===== config.mk =====
export PLATFORM = sky130hd
export DESIGN_NAME = microcode_sequencer_stk
export DESIGN_NICKNAME = d
export VERILOG_FILES = /design/src/rtl/microcode_sequencer_stk.sv
export SDC_FILE = /design/constraint.sdc
export NUM_CORES = 1
export LEC_CHECK = 0
export CAP_MARGIN = 15
export CORE_MARGIN = 3
export CORE_UTILIZATION = 29
export CTS_CLUSTER_SIZE = 16
export DETAILED_ROUTE_END_ITERATION = 6
export SKIP_CTS_REPAIR_TIMING = 1
export SLEW_MARGIN = 20
export SYNTH_ARGS = -nofsm -noshare
export SYNTH_HDL_FRONTEND = slang
export SYNTH_SLANG_ARGS = --single-unit

===== constraint.sdc =====
create_clock -name clk -period 4.3 [get_ports clk]
set_clock_uncertainty 0.1 [all_clocks]
set_input_delay 1.29 -clock clk [delete_from_list [all_inputs] [get_ports clk]]
set_output_delay 1.29 -clock clk [all_outputs]
set_load 0.005 [all_outputs]

===== src/rtl/microcode_sequencer_stk.sv =====
// Micro-address sequencer for the SOL-1 control unit: relative jumps and branches,
// fetch/trap entry, IR dispatch, and a LIFO micro-subroutine stack with sticky error flags.
module microcode_sequencer_stk #(
    parameter int                 UADDR_W       = 14,
    parameter int                 OFFSET_W      = 7,
    parameter int                 IR_W          = 8,
    parameter int                 STACK_DEPTH   = 4,
    parameter logic [UADDR_W-1:0] FETCH_ADDR    = 14'h0010,
    parameter logic [UADDR_W-1:0] TRAP_ADDR     = 14'h0020,
    parameter logic [UADDR_W-1:0] DISPATCH_BASE = 14'h0000,
    parameter logic [UADDR_W-1:0] RESET_ADDR    = 14'h0000
) (
    input  logic                               clk,
    input  logic                               arst,
    input  logic [2:0]                         typ,
    input  logic [OFFSET_W-1:0]                offset,
    input  logic                               cond,
    input  logic [IR_W-1:0]                    ir,
    input  logic                               int_pending,
    input  logic                               dma_req,
    input  logic                               stall,
    input  logic                               clr_err,
    output logic [UADDR_W-1:0]                 u_address,
    output logic [$clog2(STACK_DEPTH+1)-1:0]   stack_depth,
    output logic [UADDR_W-1:0]                 stack_top,
    output logic                               stack_ovf,
    output logic                               stack_unf,
    output logic                               in_trap
);

    localparam int                 DEPTH_W = $clog2(STACK_DEPTH + 1);
    localparam int                 PTR_W   = (STACK_DEPTH > 1) ? $clog2(STACK_DEPTH) : 1;
    localparam logic [DEPTH_W-1:0] FULL    = DEPTH_W'(STACK_DEPTH);

    localparam logic [2:0] TYP_JUMP     = 3'b000;
    localparam logic [2:0] TYP_BRANCH   = 3'b001;
    localparam logic [2:0] TYP_FETCH    = 3'b010;
    localparam logic [2:0] TYP_DISPATCH = 3'b011;
    localparam logic [2:0] TYP_CALL     = 3'b100;
    localparam logic [2:0] TYP_RETURN   = 3'b101;
    localparam logic [2:0] TYP_CCALL    = 3'b110;
    localparam logic [2:0] TYP_NEXT     = 3'b111;

    logic [UADDR_W-1:0] r_uaddr;
    logic [DEPTH_W-1:0] r_depth;
    logic [UADDR_W-1:0] r_top;
    logic               r_ovf;
    logic               r_unf;
    logic               r_in_trap;
    logic [UADDR_W-1:0] r_stack [STACK_DEPTH];

    logic [UADDR_W-1:0] w_soff;
    logic [UADDR_W-1:0] w_seq;
    logic [UADDR_W-1:0] w_target;
    logic [UADDR_W-1:0] w_next_uaddr;
    logic [DEPTH_W-1:0] w_next_depth;
    logic [UADDR_W-1:0] w_next_top;
    logic [DEPTH_W-1:0] w_below;
    logic [UADDR_W-1:0] w_below_val;
    logic               w_push;
    logic               w_pop;
    logic               w_flush;
    logic               w_wr_en;
    logic               w_next_in_trap;
    logic               w_ovf_set;
    logic               w_unf_set;

    assign w_soff      = {{(UADDR_W-OFFSET_W){offset[OFFSET_W-1]}}, offset};
    assign w_seq       = r_uaddr + {{(UADDR_W-1){1'b0}}, 1'b1};
    assign w_target    = r_uaddr + w_soff;
    assign w_below     = r_depth - DEPTH_W'(2);
    assign w_below_val = (r_depth > DEPTH_W'(1)) ? r_stack[w_below[PTR_W-1:0]] : {UADDR_W{1'b0}};

    // Next-address decode; a stall freezes everything except the flag clear.
    always_comb begin
        w_next_uaddr   = w_seq;
        w_push         = 1'b0;
        w_pop          = 1'b0;
        w_flush        = 1'b0;
        w_next_in_trap = r_in_trap;
        if (stall) begin
            w_next_uaddr = r_uaddr;
        end else begin
            case (typ)
                TYP_JUMP:     w_next_uaddr = w_target;
                TYP_BRANCH:   w_next_uaddr = cond ? w_target : w_seq;
                TYP_FETCH: begin
                    w_flush        = 1'b1;
                    w_next_in_trap = int_pending | dma_req;
                    w_next_uaddr   = (int_pending | dma_req) ? TRAP_ADDR : FETCH_ADDR;
                end
                TYP_DISPATCH: w_next_uaddr = DISPATCH_BASE + {{(UADDR_W-IR_W){1'b0}}, ir};
                TYP_CALL: begin
                    w_push       = 1'b1;
                    w_next_uaddr = w_target;
                end
                TYP_RETURN: begin
                    w_pop        = 1'b1;
                    w_next_uaddr = (r_depth == DEPTH_W'(0)) ? FETCH_ADDR : r_top;
                end
                TYP_CCALL: begin
                    w_push       = cond;
                    w_next_uaddr = cond ? w_target : w_seq;
                end
                TYP_NEXT:     w_next_uaddr = w_seq;
                default:      w_next_uaddr = w_seq;
            endcase
        end
    end

    assign w_wr_en   = w_push && (r_depth != FULL);
    assign w_ovf_set = w_push && (r_depth == FULL);
    assign w_unf_set = w_pop  && (r_depth == DEPTH_W'(0));

    // Stack occupancy and registered top-of-stack tracking.
    always_comb begin
        w_next_depth = r_depth;
        w_next_top   = r_top;
        if (w_flush) begin
            w_next_depth = DEPTH_W'(0);
            w_next_top   = {UADDR_W{1'b0}};
        end else if (w_wr_en) begin
            w_next_depth = r_depth + DEPTH_W'(1);
            w_next_top   = w_seq;
        end else if (w_pop && (r_depth != DEPTH_W'(0))) begin
            w_next_depth = r_depth - DEPTH_W'(1);
            w_next_top   = w_below_val;
        end else begin
            w_next_depth = r_depth;
            w_next_top   = r_top;
        end
    end

    // State registers; a new error in the same cycle overrides clr_err.
    always_ff @(posedge clk or posedge arst) begin
        if (arst) begin
            r_uaddr   <= RESET_ADDR;
            r_depth   <= DEPTH_W'(0);
            r_top     <= {UADDR_W{1'b0}};
            r_ovf     <= 1'b0;
            r_unf     <= 1'b0;
            r_in_trap <= 1'b0;
            for (int i = 0; i < STACK_DEPTH; i++) begin
                r_stack[i] <= {UADDR_W{1'b0}};
            end
        end else begin
            r_uaddr   <= w_next_uaddr;
            r_depth   <= w_next_depth;
            r_top     <= w_next_top;
            r_in_trap <= w_next_in_trap;
            r_ovf     <= w_ovf_set | (r_ovf & ~clr_err);
            r_unf     <= w_unf_set | (r_unf & ~clr_err);
            if (w_wr_en) begin
                r_stack[r_depth[PTR_W-1:0]] <= w_seq;
            end
        end
    end

    assign u_address   = r_uaddr;
    assign stack_depth = r_depth;
    assign stack_top   = r_top;
    assign stack_ovf   = r_ovf;
    assign stack_unf   = r_unf;
    assign in_trap     = r_in_trap;

endmodule


### Yosys cells after proc, flatten, opt, wreduce, memory -nomap -nowiden

Cells that the tools add are included.
Widths: inputs -> output; s select.

| cells by class | value |
|---|---|
| add/subtract/negate cells | 5 |
| $mul | 0 |
| shift operators | 0 |
| equality and inequality tests | 9 |
| multiplexer cells | 23 |
| bitwise logic cells | 9 |
| reduce and logical (&&, ||, !) cells | 12 |
| magnitude comparators | 4 |
| div/mod/pow operators | 0 |

Operators with widths:

| operator | number |
|---|---|
| $mux 14 | 9 |
| $pmux 14 s6 | 1 |
| $bwmux 56 | 1 |
| $bmux 14 s2 | 1 |
| $demux 14 s2 | 1 |
| $eq 3x3->1 const B | 5 |
| $add 14x1->14 const B | 1 |
| $add 14x14->14 | 1 |
| $mux 3 | 3 |
| $eq 3x2->1 const B | 2 |
| $ge 3x3->1 const B | 2 |
| $logic_not 3->1 | 2 |
| $mux 6 | 1 |
| $not 2->3 | 2 |
| $reduce_bool 3->1 | 2 |
| $logic_and 1x1->1 | 5 |
| $mux 1 | 5 |
| $reduce_or 2->1 | 2 |
| $add 3x1->3 const B | 1 |
| $eq 3x1->1 const B | 1 |
| $gt 3x1->1 const B | 1 |
| $lt 3x1->1 const B | 1 |
| $ne 3x3->1 const B | 1 |
| $or 1x1->1 | 3 |
| 6 further kinds | 8 |

| storage, ports and cells | value |
|---|---|
| bits in registers | 90 |
| RAM bits | 0 |
| memories | 0 |
| logic and storage cells | 72 |
| bits in read-only memories | 0 |
| latch bits | 0 |
| output and inout bits | 34 |

### Logic depth before layout (Yosys ltp)

Gate-level depths: netlist (run 1).

| logic depth | value |
|---|---|
| depth after elaboration | 9 |
| mapped depth | 12 |
| gate-level depth less buffers | 9 |

### Least setup slack after synthesis (run 1)

OpenSTA, ideal clock, no wires.

| path | value |
|---|---|
| kind | in2reg |
| start point | input offset[0] |
| end point | register r_uaddr[12], in the netlist u_address[12] |
| data required time | 4.106 ns |
| arrival time | 3.101 ns |
| buffers on the path | 0 |
| stages | 9 |
| path slack | 1.006 ns |
| cells stage by stage | ha_1 fa_1 a211oi_2 o21ai_2 a21oi_4 o21bai_4 a2111oi_4 a31oi_1 a221oi_2 |

| on the way | value |
|---|---|
| longest elaborated chain between the ends | 3 |

Ends and longest elaborated chain:

| item | line | text |
|---|---|---|
| from (decl) | 16 | `input logic [OFFSET_W-1:0] offset,` |
| $add 14x14->14 * | 70 | `assign w_target = r_uaddr + w_soff;` |
| $mux 14 | 86, 103 |  |
| $pmux 14 s6 * | 84 | `case (typ)` |
| to (signal assigned) | 147 | `r_uaddr <= w_next_uaddr;` |
| to (decl) | 44 | `logic [UADDR_W-1:0] r_uaddr;` |

Every way passes the cells marked *; elsewhere a longest branch is shown, timed or not.
A chain may end at the register's enable or synchronous reset.

### Worst setup path in the final report (run 1)

Same ends and word-level chain as after synthesis.

==> results of run 1 <==
registers in the layout, summed over array words and instances (netlist names):
name,flops
stack_unf,1
r_stack,56
u_address,14
stack_top,14
stack_ovf,1
stack_depth,3
in_trap,1
metal layers:
layer | global-route usage | up-vias
met3 | 0.0200 | 13
met1 | 0.186 | 2023
met4 | 0.0525 | 0
li1 | - | 1939
met5 | 0 | -
met2 | 0.242 | 118
per-stage QoR:
step	cell area, um^2	setup slack [ps]	total power [mW]	utilization
after global placement	5940	432	3.15	0.343
after global routing	6240	565	4.30	0.361
after detailed placement	5940	366	3.21	0.343
final	6240	702	4.01	0.361
after CTS	6240	711	4.04	0.361
after floorplan	5140	575	2.60	-
placed cells by master (no fill, tap or decap), types with 15 or more instances in the layout:
| master | instances |
|---|---|
| o21ai_0 | 47 |
| nor2_1 | 41 |
| a22o_1 | 15 |
| dfrtp_1 | 90 |
| clkdlybuf4s50_1 | 58 |
| a21oi_1 | 46 |
| nand2_1 | 50 |
| inv_1 | 15 |
| ha_1 | 20 |
worst paths after layout:
check,from,end,depth (start not counted)
worst max-delay path,offset[0],u_address[12],10
worst min-delay path,r_stack[29],r_stack[29],2
worst max register to register,stack_depth[1],r_stack[43],6
worst min register to register,r_stack[29],r_stack[29],2
max in group asynchronous,arst,stack_top[5],3
min in group asynchronous,arst,r_stack[42],2
Yosys cell counts, types with 2 or more instances:
cell type and n:
nor3b_1 2, a31oi_1 5, a21oi_1 46, o2bb2ai_1 11, nor2_1 41, and3_1 2
clkbuf_1 8, o21a_1 3, o21ai_0 48, and3_2 2, a211oi_1 4, nor3_1 3
a22o_1 15, o31ai_1 2, ha_1 20, dfrtp_1 90, a22oi_1 3, nor2b_4 2
buf_2 10, nand3_1 10, mux2_2 3, a32oi_1 2, buf_4 3, buf_6 6
o21ai_1 3, and2_1 4, a221oi_1 4, nor2b_1 3, xor2_1 7, a21o_1 6
a21oi_2 8, o22ai_1 3, mux4_2 14, xnor2_1 14, o221ai_1 3, nand2_1 50
inv_1 16, nand2b_1 3, nand2_2 2
worst register-to-register path, cell delays in order (launching register included):
cell and delay (ps):
dfrtp_1 900, inv_1 190, ha_1 290, ha_1 250
nor2b_4 290, and2_1 450, mux2_2 380
where the power goes:
part	internal (mW)	switching (mW)	total, mW
logic	0.882	0.796	1.68
clock network	0.518	0.303	0.821
registers	1.20	0.315	1.51
total	2.60	1.41	4.01
final cells by class:
cell class | instances | area, um^2 | share of cell area
clock inverters | 3 | 65.1 | 0.0104
inverters | 17 | 65.1 | 0.0104
flip-flops and latches | 90 | 2250 | 0.361
repair buffers | 69 | 688 | 0.110
well taps | 225 | 282 | 0.0451
clock buffers | 11 | 243 | 0.0389
multi-input cells | 372 | 2650 | 0.424
cells by family after synthesis:
kind of cell | share of synthesized area
xor+xnor | 0.0390
buf+inv | 0.0456
simple gates | 0.120
fa+ha+maj | 0.0526
compound gates | 0.235
mux | 0.0699
flops | 0.438
==> key figures, run 1 <==
Detailed routing
  – Antenna-violating nets left: 0
  – Via count: 4093
  – Final WL: 13600 um
  – DR WL met3: 697 um
  – Highest routed metal layer: met4
  – Mean routed wirelength per cell: 17.3 um
  – Met2 WL post-DR: 6730 um
  – Detailed Routing Iterations Pass 1: 5
  – Drt initial violations: 349
  – M1 WL: 6010 um
  – Post-route DRC: 0
  – Vias per cell: 5.20

Timing
  – Final min period: 3600 ps
  – Final Hold Viols: 0
  – Slew margin rel.: 0.359
  – Final Max Slew Viols: 0
  – RSZ-0062 raised after global routing: no
  – Final setup fails: 0
  – Setup TNS: 0 ps
  – Final hold slack: 379 ps
  – Max frequency: 278 MHz
  – Crit share post-route: 0.837
  – Worst-Margin Slew: 958 ps

Synth
  – Synth cell types: 64
  – Post-Synthesis Cells: 506
  – Post-Syn Area per Cell: 10.2 um^2
  – Post-synthesis instance area: 5140 um^2
  – Async SR Flop Fraction: 1.00
  – Synth area leaders: dfrtp_1, mux4_2, ha_1
  – Yosys top cell by area: dfrtp_1
  – Number of synthesized flops with an enable pin: 0
  – Share of the synthesized area in the top cell type: 0.438
  – Main synth FF type: dfrtp_1
  – Yosys reg bits: 90
  – Seq/Total Area, Yosys: 0.438
  – Syn_nets: 552
  – Synth warnings: 0

Finish
  – Area grow syn2layout: 21.6%
  – N_diodes: 0
  – Filler cells: 1712
  – Share of layout cells above drive strength 1: 0.121
  – Nets: 605
  – Fin cells: 787

Setup path
  – Cell chain of the critical path: clkdlybuf4s50_1 > ha_1 > fa_1 > a211oi_2 > o21ai_2 > a21oi_4 > o21bai_4 > a2111oi_4 > a31oi_1 > a221oi_2
  – CP Data Arrival Time: 3740 ps
  – R2R setup slack: 1340 ps
  – Max incr delay on CP: 440 ps
  – Worst Path Buf+Inv: 1
  – Setup CP Type: input pin to flop
  – Delay-heaviest family, CP: compound AO/OA/AOI/OAI gates
  – Crit path launch type: input pin
  – CP required: 4440 ps
  – Critical Path Fanout Max: 3
  – CP Capture Type: flop
  – CP max-delay cell: fa_1

Floorplanning
  – Die height: 139 um
  – Die X: 139 um
  – I/O pins: 59
  – Core ar.: 17300 um^2
  – Die area: 19300 um^2
  – Starting Density: 0.297
  – Row Count: 48

Global route
  – GRT overflow: 0
  – Vias in the first global route: 4178
  – First-pass GRT wire length: 22200 um
  – Total track usage: 0.143
  – Initial antenna violation count: 0
  – Largest net degree at the start of global routing: 47

Clocking
  – H-tree depth: 3
  – TritonCTS clock tree: done
  – CTS sink count: 90
  – Clock Path Buffers: 2
  – Worst-Skew Late Latency: 330 ps
  – Clk pin slew, worst setup/hold paths: 60 ps
  – Clock root buffer: clkbuf_16
  – Number of CTS-inserted buffers: 9

Placed design
  – Gpl congestion: 0.812
  – DP Cell Count: 773
  – IO Port Bufs: 58
  – Final HPWL DP: 9960 um

Power and ir drop
  – Leak: 2.61 nW
  – Power per cell area: 642 nW/um^2
  – Peak supply drop: 255 uV

Job
  – Max Cap Viol: 0

Status
  – Status: completed

Worst hold path
  – Hold Crit Class: flop to flop
Power figures use the tool's default switching activity.
==> inputs of run 2 (changes only) <==
- clock period: 4.3 -> 3.57 ns (I/O delays scaled with it)
==> key figures, run 2 (synthesized netlist as in run 1, its figures left out) <==
Setup path
  – Cell chain of the critical path: clkdlybuf4s50_1 > ha_1 > fa_1 > a211oi_2 > nor2_1 > or2_2 > a211oi_1 > a21oi_1 > a211oi_1 > a21oi_1
  – Max incr delay on CP: 410 ps
  – Crit path launch type: input pin
  – CP Capture Type: flop
  – Critical Path Fanout Max: 2
  – Delay-heaviest family, CP: compound AO/OA/AOI/OAI gates
  – CP max-delay cell: clkdlybuf4s50_1
  – Worst Path Buf+Inv: 1
  – Setup CP Type: input pin to flop
  – CP Data Arrival Time: 3380 ps
  – CP required: 3670 ps

Power and ir drop
  – Sequential power share: 0.365
  – P_int: 3.18 mW
  – Switching power: 1.70 mW
  – Leak: 2.67 nW
  – Peak supply drop: 328 uV
  – Clk pwr share: 0.209
  – Power per cell area: 769 nW/um^2
  – Switching Fraction: 0.348
  – Gate power share: 0.426

Clocking
  – Clock Path Buffers: 2
  – Number of CTS-inserted buffers: 9
  – TritonCTS clock tree: done
  – Clk pin slew, worst setup/hold paths: 60 ps
  – Clock root buffer: clkbuf_16
  – Worst-Skew Late Latency: 330 ps
  – H-tree depth: 3
  – CTS sink count: 90

Job
  – Max Cap Viol: 0

Finish
  – N_diodes: 0
  – Post-route cell area: 6330 um^2
  – Share of layout cells above drive strength 1: 0.139
  – Fin cells: 800
  – Max FFs per register: 56
  – Most common cell after layout, fill and taps aside: dfrtp_1
  – Most frequent cells in the layout: dfrtp_1, clkdlybuf4s50_1, nand2_1
  – Final Core Density: 0.366
  – Most flops, register: r_stack
  – Nets: 617
  – Area grow syn2layout: 23.3%

Floorplanning
  – Core ar.: 17300 um^2
  – Die area: 19300 um^2
  – Starting Density: 0.297
  – Row Count: 48
  – I/O pins: 59
  – Die X: 139 um
  – Die height: 139 um

Global route
  – Largest net degree at the start of global routing: 91
  – Initial antenna violation count: 0
  – First-pass GRT wire length: 22100 um
  – Vias in the first global route: 4131
  – GRT overflow: 0
  – Total track usage: 0.140

Detailed routing
  – Detailed Routing Iterations Pass 1: 5
  – Vias per cell: 5.13
  – Antenna-violating nets left: 0
  – Via count: 4104
  – Mean routed wirelength per cell: 16.7 um
  – Drt initial violations: 360
  – Final WL: 13400 um
  – Post-route DRC: 0

Worst hold path
  – Hold Crit Class: flop to flop

Timing
  – Final setup fails: 0
  – Final Hold Viols: 0
  – Max frequency: 305 MHz
  – Crit share post-route: 0.919
  – Slew margin rel.: 0.335
  – Setup TNS: 0 ps
  – Final Max Slew Viols: 0
  – RSZ-0062 raised after global routing: no
  – Final hold slack: 381 ps
  – Worst-Margin Slew: 994 ps
  – Final min period: 3280 ps

Status
  – Status: completed

Placed design
  – Gpl congestion: 0.834
  – DP Cell Count: 785
  – Placed inst area: 6010 um^2
  – IO Port Bufs: 58
  – Final HPWL DP: 9900 um
-- run 2: changes by cell type in the layout (fill, tap and decap cells not counted), sizes merged --
cell	change
buf	+12
clkbuf	+2
clkinv	-1
-- run 2: path summary, 6_finish.rpt --
check / start / endpoint / slack, ps / cells past startpoint
worst max-delay path: offset[0] / u_address[6] / 290 / 10
worst min-delay path: r_stack[18] / r_stack[18] / 380 / 2
worst max register to register: u_address[0] / u_address[6] / 900 / 10
worst min register to register: r_stack[18] / r_stack[18] / 380 / 2
max in group asynchronous: arst / r_stack[22] / 1930 / 3
min in group asynchronous: arst / r_stack[43] / 1060 / 3
-- run 2: per-stage QoR --
stage          worst slack, ps  total power [mW]
2_1_floorplan             63.7              3.13
3_3_place_gp             -18.4              3.82
3_5_place_dp             -58.0              3.88
4_1_cts                    296              4.91
5_1_grt                    107              5.23
6_report                   290              4.87
-- run 2: worst min-delay path, delay by kind of cell, from the launching register on --
kind | cells | cell delay, ps
AO/OA/AOI/OAI | 1 | 60
flip-flops | 1 | 340
AND/OR/NAND/NOR | 1 | 50
-- run 2: final cells by class --
type	count	area, um^2
Clock buffer	13	260
Clock inverter	2	60.1
Fill cell	1718	11000
Inverter	17	65.1
Multi-Input combinational cell	372	2650
Sequential cell	90	2250
Tap cell	225	282
Timing Repair Buffer	81	766
-- run 2: power by group through the flow --
| stage | Combinational [mW] | Clock, mW | Sequential (mW) |
|---|---|---|---|
| 3_5_place_dp | 2.08 | 0 | 1.79 |
| 2_1_floorplan | 1.44 | 0 | 1.69 |
| 6_report | 2.08 | 1.02 | 1.78 |
| 5_1_grt | 2.30 | 1.10 | 1.84 |
| 4_1_cts | 2.09 | 1.04 | 1.78 |
| 3_3_place_gp | 2.05 | 0 | 1.77 |
-- run 2: layer usage --
metal / wire (um) / part of all wire / global-route usage
met4: 227 / 0.017 / 0.0479
met2: 6390 / 0.48 / 0.231
met5: 0 / 0 / 0
met1: 6270 / 0.47 / 0.190
met3: 483 / 0.036 / 0.0210
